`config.mk`:
```
export PLATFORM = sky130hd
export DESIGN_NAME = bp_update_queue
export DESIGN_NICKNAME = d
export VERILOG_FILES = /design/src/rtl/bp_update_queue.sv
export SDC_FILE = /design/constraint.sdc
export NUM_CORES = 1
export LEC_CHECK = 0
export CORE_MARGIN = 2
export CORE_UTILIZATION = 45
export CTS_CLUSTER_DIAMETER = 40
export DETAILED_ROUTE_END_ITERATION = 8
export HOLD_SLACK_MARGIN = 0.15
export PLACE_DENSITY = 0.63
export SYNTH_ARGS = -nofsm -noshare
export SYNTH_HDL_FRONTEND = slang
export SYNTH_SLANG_ARGS = --single-unit
```
`constraint.sdc`:
```
create_clock -name clk -period 18 [get_ports clk]
set_input_delay 3.6 -clock clk [delete_from_list [all_inputs] [get_ports clk]]
set_output_delay 3.6 -clock clk [all_outputs]
set_load 0.01 [all_outputs]
```
`src/rtl/bp_update_queue.sv`:
```
// rtl/bp_update_queue.sv - commit-to-predictor branch outcome update queue
module bp_update_queue #(
    parameter int SIZE_PC   = 32,
    parameter int DEPTH     = 8,
    parameter int DEPTH_LOG = 3
) (
    input  logic                 clk,
    input  logic                 reset,
    input  logic                 commitValid0_i,
    input  logic [SIZE_PC-1:0]   commitPC0_i,
    input  logic                 commitDir0_i,
    input  logic                 commitValid1_i,
    input  logic [SIZE_PC-1:0]   commitPC1_i,
    input  logic                 commitDir1_i,
    output logic                 stallCommit_o,
    output logic                 updateEn_o,
    output logic [SIZE_PC-1:0]   updatePC_o,
    output logic                 updateDir_o,
    output logic [DEPTH_LOG:0]   count_o,
    output logic                 overflow_o
);

    localparam logic [DEPTH_LOG:0] DEPTH_C      = DEPTH[DEPTH_LOG:0];
    localparam logic [DEPTH_LOG:0] DEPTH_M1_C   = DEPTH_C - 1'b1;

    logic [SIZE_PC-1:0]   pc_mem  [DEPTH];
    logic                 dir_mem [DEPTH];

    logic [DEPTH_LOG-1:0] head_ptr;
    logic [DEPTH_LOG-1:0] tail_ptr;
    logic [DEPTH_LOG-1:0] tail_ptr_p1;
    logic [DEPTH_LOG:0]   count;

    logic                 deq;
    logic [1:0]           n_valid;
    logic [DEPTH_LOG:0]   n_valid_w;
    logic [DEPTH_LOG:0]   free;
    logic [DEPTH_LOG:0]   n_enq;
    logic                 wr_a;
    logic                 wr_b;
    logic [SIZE_PC-1:0]   wr_a_pc;
    logic                 wr_a_dir;
    logic                 drop;

    // Free space is taken from the pre-dequeue count, so a full queue drops
    // everything even though one entry leaves this cycle.
    always_comb begin
        deq         = (count != '0);
        n_valid     = {1'b0, commitValid0_i} + {1'b0, commitValid1_i};
        n_valid_w   = {{(DEPTH_LOG-1){1'b0}}, n_valid};
        free        = DEPTH_C - count;
        n_enq       = (n_valid_w > free) ? free : n_valid_w;
        drop        = (n_valid_w > free);
        wr_a        = (n_enq != '0);
        wr_b        = (n_enq == {{(DEPTH_LOG-1){1'b0}}, 2'd2});
        wr_a_pc     = commitValid0_i ? commitPC0_i  : commitPC1_i;
        wr_a_dir    = commitValid0_i ? commitDir0_i : commitDir1_i;
        tail_ptr_p1 = tail_ptr + {{(DEPTH_LOG-1){1'b0}}, 1'b1};
    end

    // Second write only happens when both slots are valid, so it is always slot 1.
    always_ff @(posedge clk) begin
        if (wr_a) begin
            pc_mem[tail_ptr]  <= wr_a_pc;
            dir_mem[tail_ptr] <= wr_a_dir;
        end
        if (wr_b) begin
            pc_mem[tail_ptr_p1]  <= commitPC1_i;
            dir_mem[tail_ptr_p1] <= commitDir1_i;
        end
    end

    always_ff @(posedge clk or posedge reset) begin
        if (reset) begin
            head_ptr   <= '0;
            tail_ptr   <= '0;
            count      <= '0;
            overflow_o <= 1'b0;
        end else begin
            if (deq) begin
                head_ptr <= head_ptr + {{(DEPTH_LOG-1){1'b0}}, 1'b1};
            end
            tail_ptr <= tail_ptr + n_enq[DEPTH_LOG-1:0];
            count    <= count + n_enq - {{DEPTH_LOG{1'b0}}, deq};
            if (drop) begin
                overflow_o <= 1'b1;
            end
        end
    end

    assign updateEn_o    = deq;
    assign updatePC_o    = pc_mem[head_ptr];
    assign updateDir_o   = dir_mem[head_ptr];
    assign count_o       = count;
    assign stallCommit_o = (count >= DEPTH_M1_C);

endmodule

```
== Word level (Yosys, flattened, before mapping) ==
Memories as Yosys holds them, arrays and structs flattened.
Cells that the tools add are included.

* Reduce and logical (&&, ||, !) cells: 2
* Mux-type cells: 7
* $add $sub $neg: 7
* Equal/unequal tests: 1
* $lt $le $gt $ge: 2

{| class="wikitable"
|+ Operator list
! kind !! number
|-
| $mux 32 || 1
|-
| $reduce_bool 4->1 || 2
|-
| $add 3x1->3 const B || 2
|-
| $mux 1 || 5
|-
| $add 4x4->4 || 1
|-
| $eq 4x2->1 const B || 1
|-
| $ge 4x3->1 const B || 1
|-
| $gt 2x4->1 || 1
|-
| $mux 4 || 1
|-
| $sub 4x1->4 || 1
|-
| $sub 4x4->4 const A || 1
|-
| $add 3x3->3 || 1
|-
| $add 1x1->2 || 1
|}

* Memories kept: 2
* Bits in writable memories: 264
* Bits of input ports: 70
* Output and inout port bits: 40
* Register bits after elaboration: 11

{| class="wikitable"
|+ Memories
! name !! words !! bits a word !! read ports !! clocked after Yosys merged registers in !! wr ports !! RTL line !! text
|-
| pc_mem || 8 || 32 || 1 || 0 || 2 || 26 || <nowiki>logic [SIZE_PC-1:0] pc_mem [DEPTH];</nowiki>
|-
| dir_mem || 8 || 1 || 1 || 0 || 2 || 27 || <nowiki>logic dir_mem [DEPTH];</nowiki>
|}

== Longest topological paths before layout ==
Gate-level depths: netlist of the first run.

* Depth after elaboration: 6
* Gate-level depth with buffers: 15
* Depth with buffers taken out: 14

== Least setup slack after synthesis of the first run ==
Ideal clock, no wire load.

* Kind: in2reg
* From: in commitValid0_i
* To: mem dir_mem[2] (enable)
* Arrival: 8,199 ps
* Buffers on the path: 0
* Stages on the path: 8
* Setup slack: 9,286 ps
* Cell sequence: ha_1 -> inv_1 -> ha_1 -> nand2_1 -> o211ai_2 -> o21ai_0 -> o41ai_1 -> o41ai_1

{| class="wikitable"
|+ RTL lines
! element !! RTL line !! text
|-
| from (decl) || 9 || <nowiki>input logic commitValid0_i,</nowiki>
|-
| to (decl) || 27 ||
|}

==> results of run 1 <==
-- stage by stage --
| step | instance area (um2) | setup slack, ns | util (%) |
|---|---|---|---|
| 6_report | 18000 | 10.42 | 55.1 |
| 5_1_grt | 18000 | 10.14 | 55.1 |
| 4_1_cts | 18000 | 10.43 | 55.1 |
| 3_5_place_dp | 16500 | 9.86 | 50.5 |
| 3_3_place_gp | 16500 | 10.01 | 50.5 |
| 2_1_floorplan | 15000 | 9.29 | - |
-- Yosys cell counts --
master	count
a21o_1	2
a21oi_1	1
buf_1	6
buf_2	17
buf_4	1
buf_6	16
clkbuf_1	14
conb_1	1
dfrtp_1	11
edfxtp_1	264
fa_1	2
ha_1	14
inv_1	18
mux2_2	215
mux2_4	120
mux2i_1	2
mux4_2	66
nand2_1	5
nand3_1	8
nor2_1	3
nor2b_1	1
nor3_1	8
nor3_2	1
o211ai_2	1
o21ai_0	3
o21bai_1	4
o31a_1	4
o41ai_1	3
or2_2	1
or3_1	2
or4_1	4
xnor2_1	4
xnor2_2	1
xor2_1	3
xor2_2	2
-- layout make-up --
cell class	instances	area, um2	area share, %
sequential	275	8210	45.6
clock inverter	33	323	1.79
clock buffer	50	1190	6.59
inverter	18	67.6	0.375
timing repair buffer	126	1210	6.73
multi-input combinational	481	6470	35.9
tap	442	553	3.07
-- power by group through the flow --
| stage | Combinational, uW | Sequential [uW] | Clock (uW) |
|---|---|---|---|
| 6_report | 1090 | 1040 | 854 |
| 5_1_grt | 1180 | 1060 | 893 |
| 4_1_cts | 1110 | 1040 | 866 |
| 3_5_place_dp | 1110 | 1050 | 0 |
| 3_3_place_gp | 1100 | 1050 | 0 |
| 2_1_floorplan | 747 | 997 | 0 |
-- layer usage --
layer	global-route usage (%)	wire length (um)
met3	2.99	1370
met2	33.2	16500
met4	4.00	407
met5	0	0
met1	27.3	15500
-- cell families after synthesis --
logic type | Yosys count
AOI/OAI and AO/OA | 18
xor gates and xnor gates | 10
muxes | 403
other | 1
and+or+nand+nor | 33
adders and majority gates | 16
buffers and inverters | 72
DFF | 275
-- sequential cells by signal, indices dropped and copies added, names as in the netlist --
name and flops:
count_o 4, dir_mem 8, pc_mem 256, head_ptr 3
overflow_o 1, tail_ptr 3
-- critical path: cells and delay by family --
family                     cells  cell delay, ns
AOI/OAI and AO/OA              2            0.95
adders and majority gates      2            0.64
buffers and inverters          3            1.37
muxes                          1            0.39
and+or+nand+nor                2            0.88
-- worst max path at each step --
stage               slack, ns  cells past startpoint            to
floorplan                9.29                      8    dir_mem[2]
global placement        10.01                     10  pc_mem[3][0]
detailed placement       9.86                     10    dir_mem[3]
CTS                     10.43                     10    dir_mem[3]
global route            10.14                     10  pc_mem[3][0]
finish                  10.42                     10    dir_mem[3]
==> results.tsv, run 1 <==
metric	value	unit
critPathCaptureType	register	
whs_path_depth	1	
fill_cells	2639	
final_cell_mix	edfxtp_1, mux2_2, mux2_4	
startpoint	commitValid0_i	
yosysUniqueCellTypes	35	
synthMuxAreaShare	38.2	%
max_freq	0.132	GHz
syn_inst	828	
synth_top_area_share	52.9	%
timing_worst_slew_pin_value	1.13	ns
period_share	42.1	%
grt_pass1_wl	53200	um
antenna_found_initial	0	
hold_start	overflow_o	
cts-resized-gates	0	
hold_slack	0.480	ns
stdcell_count	1425	
clk_pin_slew	0.05	ns
slew_headroom	24.6	%
area_growth	20.2	%
worstPathRequired	18.28	ns
dr.pass1.iters	5	
wire_per_inst	23.7	um
vias_per_cell	5.61	
p_leak	0.00652	uW
hold_path_end	overflow_o	
p_per_area	166	nW/um2
cts_root_buffer	clkbuf_16	
critical_path.max_fanout	34	
htreeDepth	2	
core	32700	um2
hold_viol	0	
grt_pass1_vias	8685	
synth_top_family_by_area	multiplexers	
synth.yosys.seq_area_share	54.7	%
setup-violations-final	0	
power_frac_seq	34.7	%
grt_max_degree	67	
cts_buffers	45	
dr_total_vias	7997	
gr-total-overflow	0	
power_frac_comb	36.7	%
synth_xor_area_share	0.734	%
p_int	2050	uW
p_total	2980	uW
die_area	34800	um2
hold_path_class	register to register	
grt.total_usage	19.7	%
die_h	187	um
drive_above_1_share	52.6	%
path_class	input port to register	
final_common_cell	edfxtp_1	
grt_setup_unrepaired	false	
antenna_left	0	
dpl.hpwl	19300	um
rr_worst_depth	10	
syn_area	15000	um2
dp_cells	1342	
clock_path_buffers	3	
crit_slowest_cell	nor2_1	
drc_errors	0	
cp.arrival	7.86	ns
clkSinkCount	275	
cap_violations	0	
drt_iter0_drc	496	
avgSynthCellArea	18.1	um2
rr_startpoint	count_o[0]	
final_nets	1033	
n_antenna_cell	0	
gp_congestion	0.742	
portBuffers	109	
synth-adder-area-share	1.44	%
slowest_delay	0.80	ns
status	finished, final reports clean	
slew_violations	0	
cts_hold_buffers	0	
min_period	7.58	ns
setup_tns	0	ns
cpMostUsedCell	ha_1	
p_clk_share	28.6	%
synth_top_cells_by_area	edfxtp_1, mux2_2, mux2_4, mux4_2, dfrtp_1	
yosys_warnings	0	
yosysTopAreaCell	edfxtp_1	
clk_latency	0.54	ns
r2r_slack	13.47	ns
rows	66	
cts_tree	yes	
finClkSkew	0.0169	ns
wirelength	33700	um
synth_simple_gate_area_share	1.17	%
initial_core_util	45.8	%
swShare	31.3	%
reg2reg_to	dir_mem[3]	
synth-compound-area-share	0.926	%
net-switching-power	935	uW
cp-start-kind	input port	
syn-num-nets	914	
ys_seq_elements	275	
die_w	187	um
vdd_ir_drop_max	0.154	mV
post-cts-setup-buffer-count	0	
crit_chain	buf_2, ha_1, inv_1, ha_1, nand2_1, o211ai_2, nor2_1, o31a_2, buf_4, mux2_2	
io_pins	110	
Note: power is estimated with default switching activity, not from simulation.
==> run 2, diff against run 1 <==
PLACE_DENSITY = 0.65   (was 0.63)
clock period = 6.8 ns   (was 18 ns; I/O delays follow)
==> run 2 against run 1 <==
Routed wire length increased by 3.6%; combinational power increased to 2.7 times the previous value; worst hold slack gained 0.0011 ns; sequential power rose to 2.6 times the previous value; critical path depth fell by 6.
==> results.tsv, run 2 (same netlist as run 1, synthesis figures left out) <==
metric	value	unit	change
ff_latch_area	8210	um2	unchanged
slew_violations	0		unchanged
die_h	187	um	unchanged
initial_core_util	45.8	%	unchanged
min_period	4.80	ns	
p_int	5410	uW	was 2050 uW
die_w	187	um	unchanged
grt_max_degree	40		was 67
top_layer	met4		unchanged
path_class	register to output port		was input port to register
vdd_ir_drop_max	0.298	mV	was 0.154 mV
wirelength	34900	um	was 33,700 um
critical_path.max_fanout	39		was 34
finClkSkew	0.0196	ns	was 0.0169 ns
htreeDepth	2		unchanged
worstPathRequired	5.44	ns	was 18.28 ns
hold_viol	0		unchanged
cts_root_buffer	clkbuf_16		unchanged
clock_path_buffers	3		unchanged
final_common_cell	edfxtp_1		unchanged
period_share	70.6	%	
dpl.hpwl	19800	um	was 19,300 um
antenna_left	0		unchanged
gp_congestion	0.770		was 0.742
cts_hold_buffers	0		unchanged
final_nets	1040		was 1,033
hold_path_class	register to register		unchanged
dr.pass1.iters	4		was 5
regMostFlops	pc_mem		unchanged
max_freq	0.208	GHz	
wire_per_inst	24.4	um	was 23.7 um
fill_cells	2672		was 2,639
cts_buffers	42		was 45
wl_met2	16600	um	was 16,500 um
cp.arrival	3.44	ns	was 7.86 ns
drt_iter0_drc	574		was 496
cts_tree	yes		unchanged
setup-violations-final	0		unchanged
cts-resized-gates	0		unchanged
cap_violations	0		unchanged
p_per_area	437	nW/um2	was 166 nW/um2
die_area	34800	um2	unchanged
area_growth	20.4	%	was 20.2%
drc_errors	0		unchanged
status	finished, final reports clean		unchanged
net-switching-power	2480	uW	was 935 uW
io_pins	110		unchanged
grt_pass1_wl	53200	um	about the same
swShare	31.4	%	was 31.3%
cp-start-kind	register		was input port
final_cell_mix	edfxtp_1, mux2_2, mux2_4		unchanged
wl_met3	1730	um	was 1370 um
clk_latency	0.53	ns	was 0.54 ns
clkSinkCount	275		unchanged
p_leak	0.00654	uW	was 0.00652 uW
m1WireLength	16100	um	was 15,500 um
portBuffers	109		unchanged
gr-total-overflow	0		unchanged
utilization	55.2	%	was 55.1%
dr_total_vias	8025		was 7,997
n_antenna_cell	0		unchanged
rows	66		unchanged
drive_above_1_share	53.0	%	was 52.6%
post-cts-setup-buffer-count	0		unchanged
vias_per_cell	5.62		was 5.61
grt.total_usage	20.2	%	was 19.7%
antenna_found_initial	0		unchanged
power_frac_seq	34.9	%	was 34.7%
core	32700	um2	unchanged
grt_setup_unrepaired	false		unchanged
grt_pass1_vias	8693		was 8,685
timing_worst_slew_pin_value	1.14	ns	was 1.13 ns
p_clk_share	27.8	%	was 28.6%
setup_tns	0	ns	unchanged
slew_headroom	24.0	%	was 24.6%
clk_pin_slew	0.05	ns	about the same
critPathCaptureType	output port		was register
power_frac_comb	37.3	%	was 36.7%
largest_reg_flops	256		unchanged
multi_input_area	6470	um2	unchanged
## run 2: layout make-up
type                       instances  share of cell area (%)
clock inverter                    31                    1.82
timing repair buffer             136                    7.14
inverter                          18                   0.374
tap                              442                    3.06
clock buffer                      46                    6.26
multi-input combinational        481                    35.8
sequential                       275                    45.5
## run 2: power groups by stage
stage               sequential (uW)  combinational [uW]  clock [uW]
floorplan                      2640                1980           0
global placement               2790                2950           0
detailed placement             2800                2960           0
CTS                            2770                2980        2230
global route                   2810                3140        2310
finish                         2750                2940        2190
## run 2: metrics by stage
step                      power, uW  worst slack, ns  cell area (um2)  hold slack, ns  std cells
after global routing           8260             1.88            18000           0.503       1429
after CTS                      7980             1.93            18000           0.477       1429
after detailed placement       5760             1.84            16600           0.457       1352
after floorplan                4620            0.326            15000           0.512        828
after global placement         5730             1.93            16600           0.478       1352
final                          7890             2.00            18000           0.481       1429
## run 2: final timing paths
check	start	to	slack, ns	depth (start not counted)
max in group asynchronous	reset	head_ptr[0]	5.31	2
hold reg to reg	overflow_o	overflow_o	0.48	1
setup reg to reg	count_o[0]	pc_mem[6][1]	2.75	11
min in group asynchronous	reset	tail_ptr[1]	1.15	2
hold / removal	overflow_o	overflow_o	0.48	1
setup / recovery	head_ptr[1]	updateDir_o	2.00	4
## run 2: critical path: stages, from the launching register on
cell             delay, ns
dfrtp_2               1.11
buf_4                 0.58
mux4_2                0.39
mux2_2                0.32
clkdlybuf4s50_1       0.49
## run 2: routing by layer
layer | GRT usage [%] | up-vias
met5 | 0 | -
met4 | 4.24 | 0
met3 | 3.18 | 35
met1 | 28.2 | 4177
li1 | - | 3613
met2 | 33.5 | 200
